<file path="src/rtl/uart_tx_buffer_pkg.sv">
// Shared UART definitions: 8N1 frame constants and the transmit-buffer offer states.
// The baud divisor stays in the global config define, not here.
package uart_tx_buffer_pkg;

  localparam int UART_DATA_BITS = 8;
  localparam int UART_STOP_BITS = 1;

  typedef enum logic {
    IDLE  = 1'b0,
    OFFER = 1'b1
  } tx_state_e;

endpackage

</file>
<file path="src/rtl/sync_fifo.sv">
// Single-clock FIFO with registered count/full/empty and a combinational head view.
// Written generically so the future RX buffer can reuse it.
module sync_fifo #(
  parameter  int DEPTH  = 16,
  parameter  int DATA_W = 8,
  localparam int AW     = $clog2(DEPTH)
) (
  input  logic              clk,
  input  logic              rst,
  input  logic              push,
  input  logic [DATA_W-1:0] push_data,
  input  logic              pop,
  output logic              full,
  output logic              empty,
  output logic [AW:0]       count,
  output logic [DATA_W-1:0] head
);

  localparam logic [AW:0] CNT_ONE  = (AW+1)'(1);
  localparam logic [AW:0] CNT_LAST = (AW+1)'(DEPTH - 1);

  logic [DATA_W-1:0] mem [DEPTH];
  logic [AW-1:0]     wr_ptr;
  logic [AW-1:0]     rd_ptr;
  logic              push_ok;
  logic              pop_ok;

  // full/empty are the registered pre-edge view, so a push while full is
  // rejected even when a pop lands on the same edge.
  assign push_ok = push & ~full;
  assign pop_ok  = pop & ~empty;
  assign head    = mem[rd_ptr];

  always_ff @(posedge clk) begin
    if (rst) begin
      wr_ptr <= '0;
      rd_ptr <= '0;
      count  <= '0;
      full   <= 1'b0;
      empty  <= 1'b1;
    end else begin
      if (push_ok) wr_ptr <= wr_ptr + 1'b1;
      if (pop_ok)  rd_ptr <= rd_ptr + 1'b1;
      case ({push_ok, pop_ok})
        2'b10: begin
          count <= count + 1'b1;
          full  <= (count == CNT_LAST);
          empty <= 1'b0;
        end
        2'b01: begin
          count <= count - 1'b1;
          full  <= 1'b0;
          empty <= (count == CNT_ONE);
        end
        default: ;
      endcase
    end
  end

  // Storage carries no reset; only the pointers define what is valid.
  always_ff @(posedge clk) begin
    if (push_ok) mem[wr_ptr] <= push_data;
  end

endmodule

</file>
<file path="src/rtl/uart_tx_buffer.sv">
// Byte FIFO feeding an 8N1 UART transmitter over its level-sensitive ready/data pair;
// a byte is popped once the transmitter signals its last data bit has been sent.
module uart_tx_buffer
  import uart_tx_buffer_pkg::*;
#(
  parameter  int DEPTH = 16,
  localparam int AW    = $clog2(DEPTH)
) (
  input  logic                      clk,
  input  logic                      rst,
  input  logic                      en,
  input  logic                      wr_en,
  input  logic [UART_DATA_BITS-1:0] wr_data,
  output logic                      full,
  output logic                      empty,
  output logic [AW:0]               count,
  output logic                      overflow,
  output logic                      tx_ready,
  output logic [UART_DATA_BITS-1:0] tx_data,
  input  logic                      tx_transmitted,
  output logic                      busy
);

  tx_state_e                 state;
  tx_state_e                 state_next;
  logic                      trans_q;
  logic                      tx_rise;
  logic                      pop;
  logic                      load;
  logic [UART_DATA_BITS-1:0] head;

  sync_fifo #(
    .DEPTH  (DEPTH),
    .DATA_W (UART_DATA_BITS)
  ) u_fifo (
    .clk       (clk),
    .rst       (rst),
    .push      (wr_en),
    .push_data (wr_data),
    .pop       (pop),
    .full      (full),
    .empty     (empty),
    .count     (count),
    .head      (head)
  );

  // A transmitted level already high on entry to OFFER must not count as completion.
  assign tx_rise = tx_transmitted & ~trans_q;

  always_ff @(posedge clk) begin
    if (rst) trans_q <= 1'b0;
    else     trans_q <= tx_transmitted;
  end

  always_ff @(posedge clk) begin
    if (rst)                overflow <= 1'b0;
    else if (wr_en && full) overflow <= 1'b1;
  end

  always_ff @(posedge clk) begin
    if (rst) state <= IDLE;
    else     state <= state_next;
  end

  // tx_data is latched once per offer and held for the whole frame.
  always_ff @(posedge clk) begin
    if (rst)       tx_data <= '0;
    else if (load) tx_data <= head;
  end

  // Completion beats a simultaneous en drop: that byte's data bits are already out.
  always_comb begin
    state_next = state;
    pop        = 1'b0;
    load       = 1'b0;
    case (state)
      IDLE: begin
        if (en && !empty) begin
          state_next = OFFER;
          load       = 1'b1;
        end
      end
      OFFER: begin
        if (tx_rise) begin
          pop        = 1'b1;
          state_next = IDLE;
        end else if (!en) begin
          state_next = IDLE;
        end
      end
      default: state_next = IDLE;
    endcase
  end

  assign tx_ready = (state == OFFER);
  assign busy     = (state == OFFER);

endmodule

</file>
<file path="config.mk">
export PLATFORM = sky130hd
export DESIGN_NAME = uart_tx_buffer
export DESIGN_NICKNAME = d
export VERILOG_FILES = /design/src/rtl/uart_tx_buffer_pkg.sv /design/src/rtl/sync_fifo.sv /design/src/rtl/uart_tx_buffer.sv
export SDC_FILE = /design/constraint.sdc
export NUM_CORES = 1
export LEC_CHECK = 0
export ABC_AREA = 1
export CORE_ASPECT_RATIO = 0.9
export CORE_MARGIN = 3
export CORE_UTILIZATION = 54
export CTS_CLUSTER_SIZE = 30
export DETAILED_ROUTE_END_ITERATION = 10
export PLACE_DENSITY = 0.75
export SLEW_MARGIN = 25
export SYNTH_ARGS = -nofsm -noshare
export SYNTH_HDL_FRONTEND = slang
export SYNTH_SLANG_ARGS = --single-unit
</file>
<file path="constraint.sdc">
create_clock -name clk -period 1.7 [get_ports clk]
set_input_delay 0.425 -clock clk [delete_from_list [all_inputs] [get_ports clk]]
set_output_delay 0.425 -clock clk [all_outputs]
set_load 0.005 [all_outputs]
</file>
==> run_results.csv, run 1 <==
group,metric,value,unit
outcome,outcome,"completed",
cts,cts_tree,"built",
power_and_ir_drop,powerDensity,1040,nW/um^2
grt,grt_max_degree,57,
setup_path,crit_required,2.02,ns
power_and_ir_drop,max-vdd-ir-drop,0.756,mV
finish,utilization,68.8,%
cts,htreeDepth,4,
sta,min_period_over_period,97.7,%
setup_path,cp-end-kind,"register",
logic_synthesis,netlist-cell-type-count,22,
logic_synthesis,ys_warn_count,0,
power_and_ir_drop,finalPower,0.00845,W
die,placementRows,37,
logic_synthesis,yosysMostFrequentCell,"nand2_1",
placement,hpwlAfterDp,9720,um
finish,n_antenna_cell,0,
cts,clkTransAtPathRegs,0.07,ns
sta,clock_skew,0.0145,ns
cts,clock_sinks,154,
cts,clockBufferDepth,2,
sta,whs,0.259,ns
detailed_routing,wl,15700,um
die,core,11800,sq um
die,initial_core_util,57.1,%
finish,area_growth,20.6,%
worst_hold_path,hold_class,"primary input to register",
setup_path,cp.arrival,1.98,ns
sta,report.final.hold_viol_count,0,
cts,cts.hold.buffers_added,0,
logic_synthesis,yosysTopAreaCellShare,57.3,%
setup_path,cp-start-kind,"register",
detailed_routing,drc_errors,0,
logic_synthesis,synth_ff_type,"edfxtp_1",
logic_synthesis,synth_area_leaders,"edfxtp_1, nand2_1, dfxtp_1",
grt,antenna_found_initial,0,
power_and_ir_drop,swShare,21.4,%
logic_synthesis,synth_nets,706,
sta,setup_viol,0,
sta,setup_tns,0,ns
grt,grt_first_pass_wirelength,24900,um
placement,place_ws,-0.451,ns
logic_synthesis,yosys.area.top_type,"edfxtp_1",
cts,root_buffer,"clkbuf_16",
detailed_routing,postRouteAntennaNets,0,
grt,grt_pass1_vias,4827,
logic_synthesis,synthArstFlopShare,0,%
cts,clkLatencyLatePin,0.43,ns
grt,gr-total-overflow,0,
sta,setup_ws,0.0394,ns
placement,port_buffers,30,
sta,period_needed,1.66,ns
detailed_routing,via_count,4977,
logic_synthesis,synth_edf_count,128,
finish,fillers,882,
cts,cts_buffers,17,
logic_synthesis,yosys-top-cells-count,"nand2_1, edfxtp_1, inv_1",
logic_synthesis,ys_seq_area_share,65.0,%
die,io_pins,31,
detailed_routing,avgViaCountPerCell,5.42,
detailed_routing,drt-initial-drc-count,754,
sta,maxSlewViolCount,0,
logic_synthesis,synth_cells,682,
power_and_ir_drop,sequentialPowerShare,49.7,%
detailed_routing,dr.pass1.iters,8,
sta,max_slew_margin,78.1,%
sta,fmax,602,MHz
power_and_ir_drop,power_leakage,3.52,nW
logic_synthesis,synth.avg_cell_area,9.84,sq um
logic_synthesis,synth_seq_cells,154,
setup_path,path_class,"register to register",
logic_synthesis,syn_area,6710,sq um
finish,nets,773,
power_and_ir_drop,p_int,0.00664,W
job,cap_violations,0,
finish,layout-drive-gt1-share,12.6,%
power_and_ir_drop,p_sw,0.00181,W
detailed_routing,wl_per_cell,17.1,um
setup_path,timing.reg2reg.setup_slack,0.04,ns
cts,cts_setup_buffers,0,
grt,track_usage,24.3,%
placement,gp_congestion,0.844,
setup_path,crit_fanout,4,
power_and_ir_drop,clock_power_share,44.6,%
die,fp.dieArea,13800,sq um
power_and_ir_drop,combPwrFrac,5.8,%
sta,worst_slew_pin_slew,0.328,ns
die,die_h,112,um
die,die_x,124,um
flip-flops by register name, indices dropped and copies added, names as in the netlist:
signal / cells
tx_data: 8
u_fifo.mem: 128
trans_q: 1
u_fifo.empty: 1
u_fifo.wr_ptr: 4
u_fifo.count: 5
u_fifo.rd_ptr: 4
overflow: 1
u_fifo.full: 1
busy: 1
power by group through the flow:
stage / Combinational [W] / Sequential (W) / Clock (W)
floorplan: 0.000212 / 0.00427 / 0
global placement: 0.000468 / 0.00427 / 0
detailed placement: 0.000483 / 0.00427 / 0
CTS: 0.000474 / 0.00419 / 0.00379
global route: 0.000536 / 0.00420 / 0.00397
finish: 0.000487 / 0.00420 / 0.00377
area by class of cell:
| type | count | area, sq um | area share [%] |
|---|---|---|---|
| repair buffers | 77 | 736 | 9.09 |
| inverters | 99 | 372 | 4.59 |
| clock inverters | 13 | 153 | 1.89 |
| flip-flops and latches | 154 | 4380 | 54.1 |
| multi-input cells | 400 | 1820 | 22.5 |
| clock buffers | 19 | 433 | 5.35 |
| well taps | 156 | 195 | 2.41 |
per-stage QoR:
step	cells	instance area, sq um
after CTS	918	8050
after global routing	918	8090
after global placement	886	7460
after detailed placement	886	7460
after floorplan	682	6710
final	918	8090
worst max-delay path, stage by stage (launching register included):
cell	delay [ns]
dfxtp_1	0.30
inv_1	0.06
nand2_2	0.07
nor3_4	0.27
ha_2	0.25
inv_2	0.06
o22ai_2	0.20
nand3_2	0.12
o21ai_2	0.16
a21oi_1	0.05
layer usage:
metal  global-route usage [%]  share of wire, %  vias to the layer above
met5                        0                 0                        -
met4                     7.23               1.7                        0
met3                     7.21               9.8                       31
met2                     36.6                47                      254
met1                     34.2                42                     2344
li1                         -                 -                     2348
path summary, 6_finish.rpt:
kind	start	end	cells past startpoint
worst max-delay path	trans_q	u_fifo.count[3]	9
worst min-delay path	tx_transmitted	trans_q	3
worst max register to register	trans_q	u_fifo.count[3]	9
worst min register to register	overflow	overflow	2
placed cells by master, fill, tap and decap left out, drive strengths merged, types with 5 or more instances in the layout:
| cell type | Yosys | routed |
|---|---|---|
| a21oi | 18 | 18 |
| buf | 25 | 47 |
| clkbuf | 4 | 19 |
| clkdlybuf4s50 | 0 | 11 |
| clkinv | 1 | 5 |
| clkinvlp | 0 | 6 |
| dfxtp | 26 | 26 |
| dlygate4sd2 | 0 | 14 |
| dlymetal6s2s | 0 | 5 |
| edfxtp | 128 | 128 |
| ha | 11 | 11 |
| inv | 98 | 98 |
| nand2 | 216 | 216 |
| nand3 | 93 | 93 |
| nor2 | 40 | 40 |
| o21ai | 10 | 10 |
cells by family (layout without fill, tap and decap cells):
logic type,count (synthesis),in the layout,synth area share [%]
flops,154,154,65.0
buf+inv,128,208,8.30
xor+xnor,3,3,0.392
compound gates,31,31,2.39
simple gates,355,355,21.8
fa+ha+maj,11,11,2.05
what timing repair did:
| action | CTS | global route |
|---|---|---|
| pin swaps | 0 | 5 |
| gates resized for setup | 23 | 15 |
| setup endpoints to repair | 15 | 11 |
| hold endpoints to repair | 0 | 0 |
No activity file was read; power rests on OpenSTA's default activity.
==> inputs of run 2 (changes only) <==
Settings changed: CORE_UTILIZATION 54 to 30, PLACE_DENSITY 0.75 to unset.
==> run 2 against run 1 <==
Largest power group unchanged. Critical path type is now register to primary output. Non-clock buffer count up 4. Count of clock-buffer cells in the layout increased by 2. Routed wire length is 2.5% lower. Largest cell class unchanged. Sequential power hardly changed. Flip-flop and latch count is the same. Sequential share of layout area is 1.5 points lower. Combinational power grew 2%. Power increased by 0.30%. Critical path depth fell by 8. Clock skew fell by 0.0062 ns. Highest routed layer unchanged.
==> run_results.csv, run 2 (same netlist as run 1, synthesis figures left out) <==
group,metric,value,unit
detailed_routing,via_count,4686,
finish,final_area,8320,sq um
setup_path,slowest_delay,0.49,ns
sta,worst_slew_pin_slew,0.495,ns
worst_hold_path,hp-start,"tx_transmitted",
setup_path,crit_path_cell_trace,"clkdlybuf4s50_1",
power_and_ir_drop,max-vdd-ir-drop,0.710,mV
grt,grt_pass1_vias,4587,
finish,area_growth,23.9,%
setup_path,cp-end-kind,"primary output",
setup_path,crit_required,1.27,ns
placement,gp_congestion,0.846,
detailed_routing,avgViaCountPerCell,4.43,
finish,largest_reg_flops,128,
die,initial_core_util,30.7,%
detailed_routing,drt-initial-drc-count,338,
die,die_h,148,um
power_and_ir_drop,power_leakage,3.60,nW
setup_path,crit_fanout,2,
grt,grt_util_met1,17.4,%
power_and_ir_drop,p_int,0.00667,W
finish,nets,777,
setup_path,slowest_stage,"clkdlybuf4s50_1",
finish,final_common_cell,"nand2_1",
setup_path,timing.reg2reg.setup_slack,0.10,ns
grt,grtUsageMet3,3.50,%
sta,report.final.hold_viol_count,0,
sta,maxSlewViolCount,0,
power_and_ir_drop,swShare,21.3,%
placement,place_inst,1021,
sta,setup_viol,0,
setup_path,path_delay_family,"buffers and inverters",
detailed_routing,wl_per_cell,14.5,um
worst_hold_path,hold_depth,3,
grt,grt_first_pass_wirelength,24300,um
finish,n_antenna_cell,0,
die,die_x,164,um
setup_path,rr_endpoint,"u_fifo.count[3]",
sta,max_slew_margin,66.9,%
setup_path,reg2reg_depth,9,
cts,clockBufferDepth,2,
cts,cts_tree,"built",
worst_hold_path,min_to,"trans_q",
grt,track_usage,13.0,%
job,cap_violations,0,
setup_path,cp-start-kind,"register",
power_and_ir_drop,p_sw,0.00181,W
cts,root_buffer,"clkbuf_16",
outcome,outcome,"completed",
cts,cts_buffers,17,
finish,top_regs,"u_fifo.mem (128), tx_data (8), u_fifo.count (5)",
setup_path,cp.arrival,1.23,ns
power_and_ir_drop,combPwrFrac,5.9,%
sta,clock_skew,0.00827,ns
placement,port_buffers,30,
grt,top_usage_layer,"met2",
grt,grt_max_degree,37,
finish,mostFrequentLayoutCells,"nand2_1, edfxtp_1, inv_1, nand3_1, buf_4",
setup_path,crit_buf_inv,1,
detailed_routing,dr.pass1.iters,5,
placement,place_area,7610,sq um
grt,gr-total-overflow,0,
power_and_ir_drop,finalPower,0.00848,W
sta,min_period_over_period,97.2,%
cts,htreeDepth,4,
finish,fillers,2153,
finish,layout.cells.non_filler,1057,
placement,hpwlAfterDp,9500,um
setup_path,timing.rr.start,"busy",
sta,period_needed,1.65,ns
grt,antenna_found_initial,0,
cts,clkLatencyLatePin,0.41,ns
die,core,21800,sq um
finish,top_register,"u_fifo.mem",
worst_hold_path,hold_class,"primary input to register",
detailed_routing,postRouteAntennaNets,0,
sta,fmax,605,MHz
power_and_ir_drop,sequentialPowerShare,49.5,%
cts,clkTransAtPathRegs,0.06,ns
setup_path,path_class,"register to primary output",
detailed_routing,wl,15300,um
power_and_ir_drop,powerDensity,1020,nW/um^2
cts,clock_sinks,154,
finish,layout-drive-gt1-share,13.2,%
cts,cts.hold.buffers_added,0,
detailed_routing,drc_errors,0,
grt,grtUsageMet2,21.1,%
die,placementRows,51,
die,io_pins,31,
power_and_ir_drop,clock_power_share,44.6,%
die,fp.dieArea,24200,sq um
## run 2: cell types whose count changed in the layout (fill, tap and decap cells not counted), moves of 2 or more
cell,delta
buf_12,-2
clkinvlp_4,-3
clkdlybuf4s50_1,+2
o21ai_1,+4
clkinv_4,+3
dlymetal6s2s_1,+6
clkbuf_1,+2
o21ai_0,-3
buf_4,+6
dlygate4sd2_1,-8
## run 2: how the worst max path moves through the flow
stage,start,end,depth (start not counted)
after floorplan,tx_transmitted,u_fifo.count[3],8
after global placement,tx_transmitted,u_fifo.count[2],8
after detailed placement,tx_transmitted,u_fifo.count[3],9
after CTS,tx_data[7],tx_data[7],1
after global routing,busy,u_fifo.count[2],9
final,u_fifo.empty,empty,1
## run 2: power by group through the flow
stage                     clock [W]  sequential, W  combinational (W)
after CTS                   0.00384        0.00419           0.000485
after global placement            0        0.00427           0.000475
after detailed placement          0        0.00427           0.000478
after global routing        0.00401        0.00420           0.000555
final                       0.00378        0.00420           0.000498
after floorplan                   0        0.00427           0.000212
## run 2: layer usage
layer | wire length [um] | vias up
li1 | - | 2357
met1 | 6980 | 2196
met2 | 7220 | 118
met3 | 914 | 15
met4 | 179 | 0
met5 | 0 | -
## run 2: per-stage QoR
stage               util [%]  setup WS, ns  TNS [ns]  hold WS (ns)
floorplan                  -        0.0504         0         0.460
global placement        34.9        -0.396    -30.99         0.454
detailed placement      34.9        -0.409    -31.87         0.496
CTS                     37.7       0.00241         0         0.510
global route            38.1      -0.00710  -0.00710         0.268
finish                  38.1        0.0477         0         0.278
## run 2: final cells by class
class,count,area [sq um],area share [%]
flip-flops and latches,154,4380,52.7
inverters,99,374,4.50
well taps,291,364,4.38
clock buffers,21,440,5.30
clock inverters,11,148,1.78
repair buffers,81,766,9.21
multi-input cells,400,1840,22.2
## run 2: repair_timing
| action | 4_1_cts | 5_1_grt |
|---|---|---|
| gates resized for setup | 15 | 29 |
| pin swaps | 0 | 5 |
| setup endpoints to repair | 12 | 20 |
| setup buffers | 3 | 1 |
| endpoints found under the hold margin | 0 | 0 |
==> inputs of run 3 (changes only) <==
Settings changed: SETUP_SLACK_MARGIN set to 0.5.
==> run 3 against run 2 <==
Non-clock buffer count up 30. Final cell count up 2.8%. Global-route usage up 2.0 points. Critical endpoint is now u_fifo.count[3]. Register-to-register slack better by 0.098 ns. Die area unchanged. Clock power down 2%. First-iteration DRC count up 69%.
==> run_results.csv, run 3 (same netlist as run 1, synthesis figures left out) <==
group,metric,value,unit
die,die_h,148,um
sta,rsz0062_at_grt,"true",
grt,antenna_found_initial,0,
detailed_routing,drt-initial-drc-count,570,
finish,n_antenna_cell,0,
detailed_routing,wl_per_cell,16.8,um
cts,htreeDepth,4,
outcome,outcome,"completed",
finish,final_common_cell,"nand2_1",
grt,gr-total-overflow,0,
job,cap_violations,0,
setup_path,slowest_stage,"dfxtp_4",
worst_hold_path,hold_class,"primary input to register",
power_and_ir_drop,clock_power_share,42.8,%
sta,maxSlewViolCount,0,
cts,clkTransAtPathRegs,0.07,ns
finish,mostFrequentLayoutCells,"nand2_1, edfxtp_1, inv_1, nand3_1, nand3_2",
placement,gp_congestion,0.869,
die,placementRows,51,
placement,hpwlAfterDp,10200,um
die,initial_core_util,30.7,%
grt,track_usage,15.0,%
cts,clkLatencyLatePin,0.43,ns
power_and_ir_drop,p_int,0.00644,W
detailed_routing,drc_errors,0,
setup_path,crit_path_cell_trace,"buf_6 -> nor3_4 -> buf_6 -> ha_4 -> inv_4 -> o22ai_4 -> nand3_2 -> o21ai_1 -> a21oi_1",
placement,port_buffers,30,
power_and_ir_drop,swShare,25.2,%
detailed_routing,wl,18200,um
cts,clockBufferDepth,2,
finish,layout-drive-gt1-share,31.7,%
power_and_ir_drop,finalPower,0.00861,W
sta,fmax,666,MHz
setup_path,slowest_delay,0.34,ns
power_and_ir_drop,combPwrFrac,8.5,%
sta,whs,0.395,ns
sta,setup_viol,0,
detailed_routing,via_count,5031,
sta,period_needed,1.50,ns
setup_path,cp-start-kind,"register",
finish,top_regs,"u_fifo.mem (128), tx_data (8), u_fifo.count (5)",
power_and_ir_drop,max-vdd-ir-drop,0.747,mV
finish,largest_reg_flops,128,
cts,root_buffer,"clkbuf_16",
setup_path,crit_required,2.01,ns
die,fp.dieArea,24200,sq um
detailed_routing,dr.pass1.iters,5,
setup_path,cpMostUsedCell,"buf_6",
setup_path,cp.arrival,1.82,ns
die,io_pins,31,
cts,cts.hold.buffers_added,0,
finish,area_growth,40.6,%
finish,utilization,43.2,%
setup_path,cp-end-kind,"register",
cts,clock_sinks,154,
setup_path,path_class,"register to register",
grt,grt_max_degree,34,
sta,max_slew_margin,71.3,%
grt,grt_first_pass_wirelength,27200,um
power_and_ir_drop,power_leakage,3.88,nW
power_and_ir_drop,p_sw,0.00217,W
die,core,21800,sq um
sta,setup_tns,0,ns
detailed_routing,avgViaCountPerCell,4.63,
sta,clock_skew,0.0111,ns
sta,min_period_over_period,88.3,%
setup_path,crit_fanout,4,
cts,cts_buffers,17,
detailed_routing,postRouteAntennaNets,0,
finish,top_register,"u_fifo.mem",
power_and_ir_drop,powerDensity,913,nW/um^2
grt,grt_pass1_vias,4829,
cts,cts_tree,"built",
sta,worst_slew_pin_slew,0.429,ns
sta,report.final.hold_viol_count,0,
power_and_ir_drop,sequentialPowerShare,48.7,%
die,die_x,164,um
finish,nets,807,
==> run 3: cell count changes in the layout (fill, tap and decap cells not counted), moves of 11 or more <==
cell and change:
nor2_1 -17, nand3_2 +35, nand2_1 -22, dlymetal6s2s_1 -11, buf_4 -14, nand2_2 +12
nor2_4 +17, buf_6 +33, nand3_1 -36, buf_12 +11
==> run 3: metal layers <==
layer  wire length, um  global-route usage, %
met1              7820                   20.3
met4               302                   4.10
met5                 0                      0
met3              1250                   4.06
met2              8870                   23.9
==> run 3: worst paths after layout <==
path,startpoint,slack [ns],to,cells past startpoint
max reg2reg,u_fifo.empty,0.20,u_fifo.count[3],9
max,u_fifo.empty,0.20,u_fifo.count[3],9
min,tx_transmitted,0.40,trans_q,3
min reg2reg,overflow,0.47,overflow,2
==> run 3: power groups by stage <==
stage / Combinational [W] / Sequential [W] / Clock (W)
2_1_floorplan: 0.000243 / 0.00427 / 0
3_3_place_gp: 0.000528 / 0.00428 / 0
3_5_place_dp: 0.000531 / 0.00428 / 0
4_1_cts: 0.000662 / 0.00419 / 0.00374
5_1_grt: 0.000784 / 0.00420 / 0.00392
6_report: 0.000731 / 0.00419 / 0.00369
==> run 3: worst max-delay path, delay by kind of cell, from the launching register on <==
kind / cells / cell delay, ns
compound gates: 3 / 0.33
fa+ha+maj: 1 / 0.16
buf+inv: 3 / 0.31
flops: 1 / 0.34
simple gates: 2 / 0.24
==> run 3: through the flow <==
step	std cells	setup slack [ns]	area (sq um)
2_1_floorplan	682	0.154	6840
3_3_place_gp	1015	-0.476	7730
3_5_place_dp	1015	-0.474	7730
4_1_cts	1079	0.213	9120
5_1_grt	1087	0.129	9440
6_report	1087	0.198	9440
==> run 3: final cells by class <==
| cell class | instances | area, sq um |
|---|---|---|
| clock buffers | 17 | 425 |
| clock inverters | 15 | 153 |
| fillers | 2032 | 12400 |
| inverters | 99 | 399 |
| multi-input cells | 400 | 2340 |
| flip-flops and latches | 154 | 4400 |
| well taps | 291 | 364 |
| repair buffers | 111 | 1360 |
==> run 3: repair_timing <==
action                     CTS  global route
pin swaps                   40            22
cloned                       8             2
setup endpoints to repair  169           169
buffers inserted            24             6
resized for setup          195            57
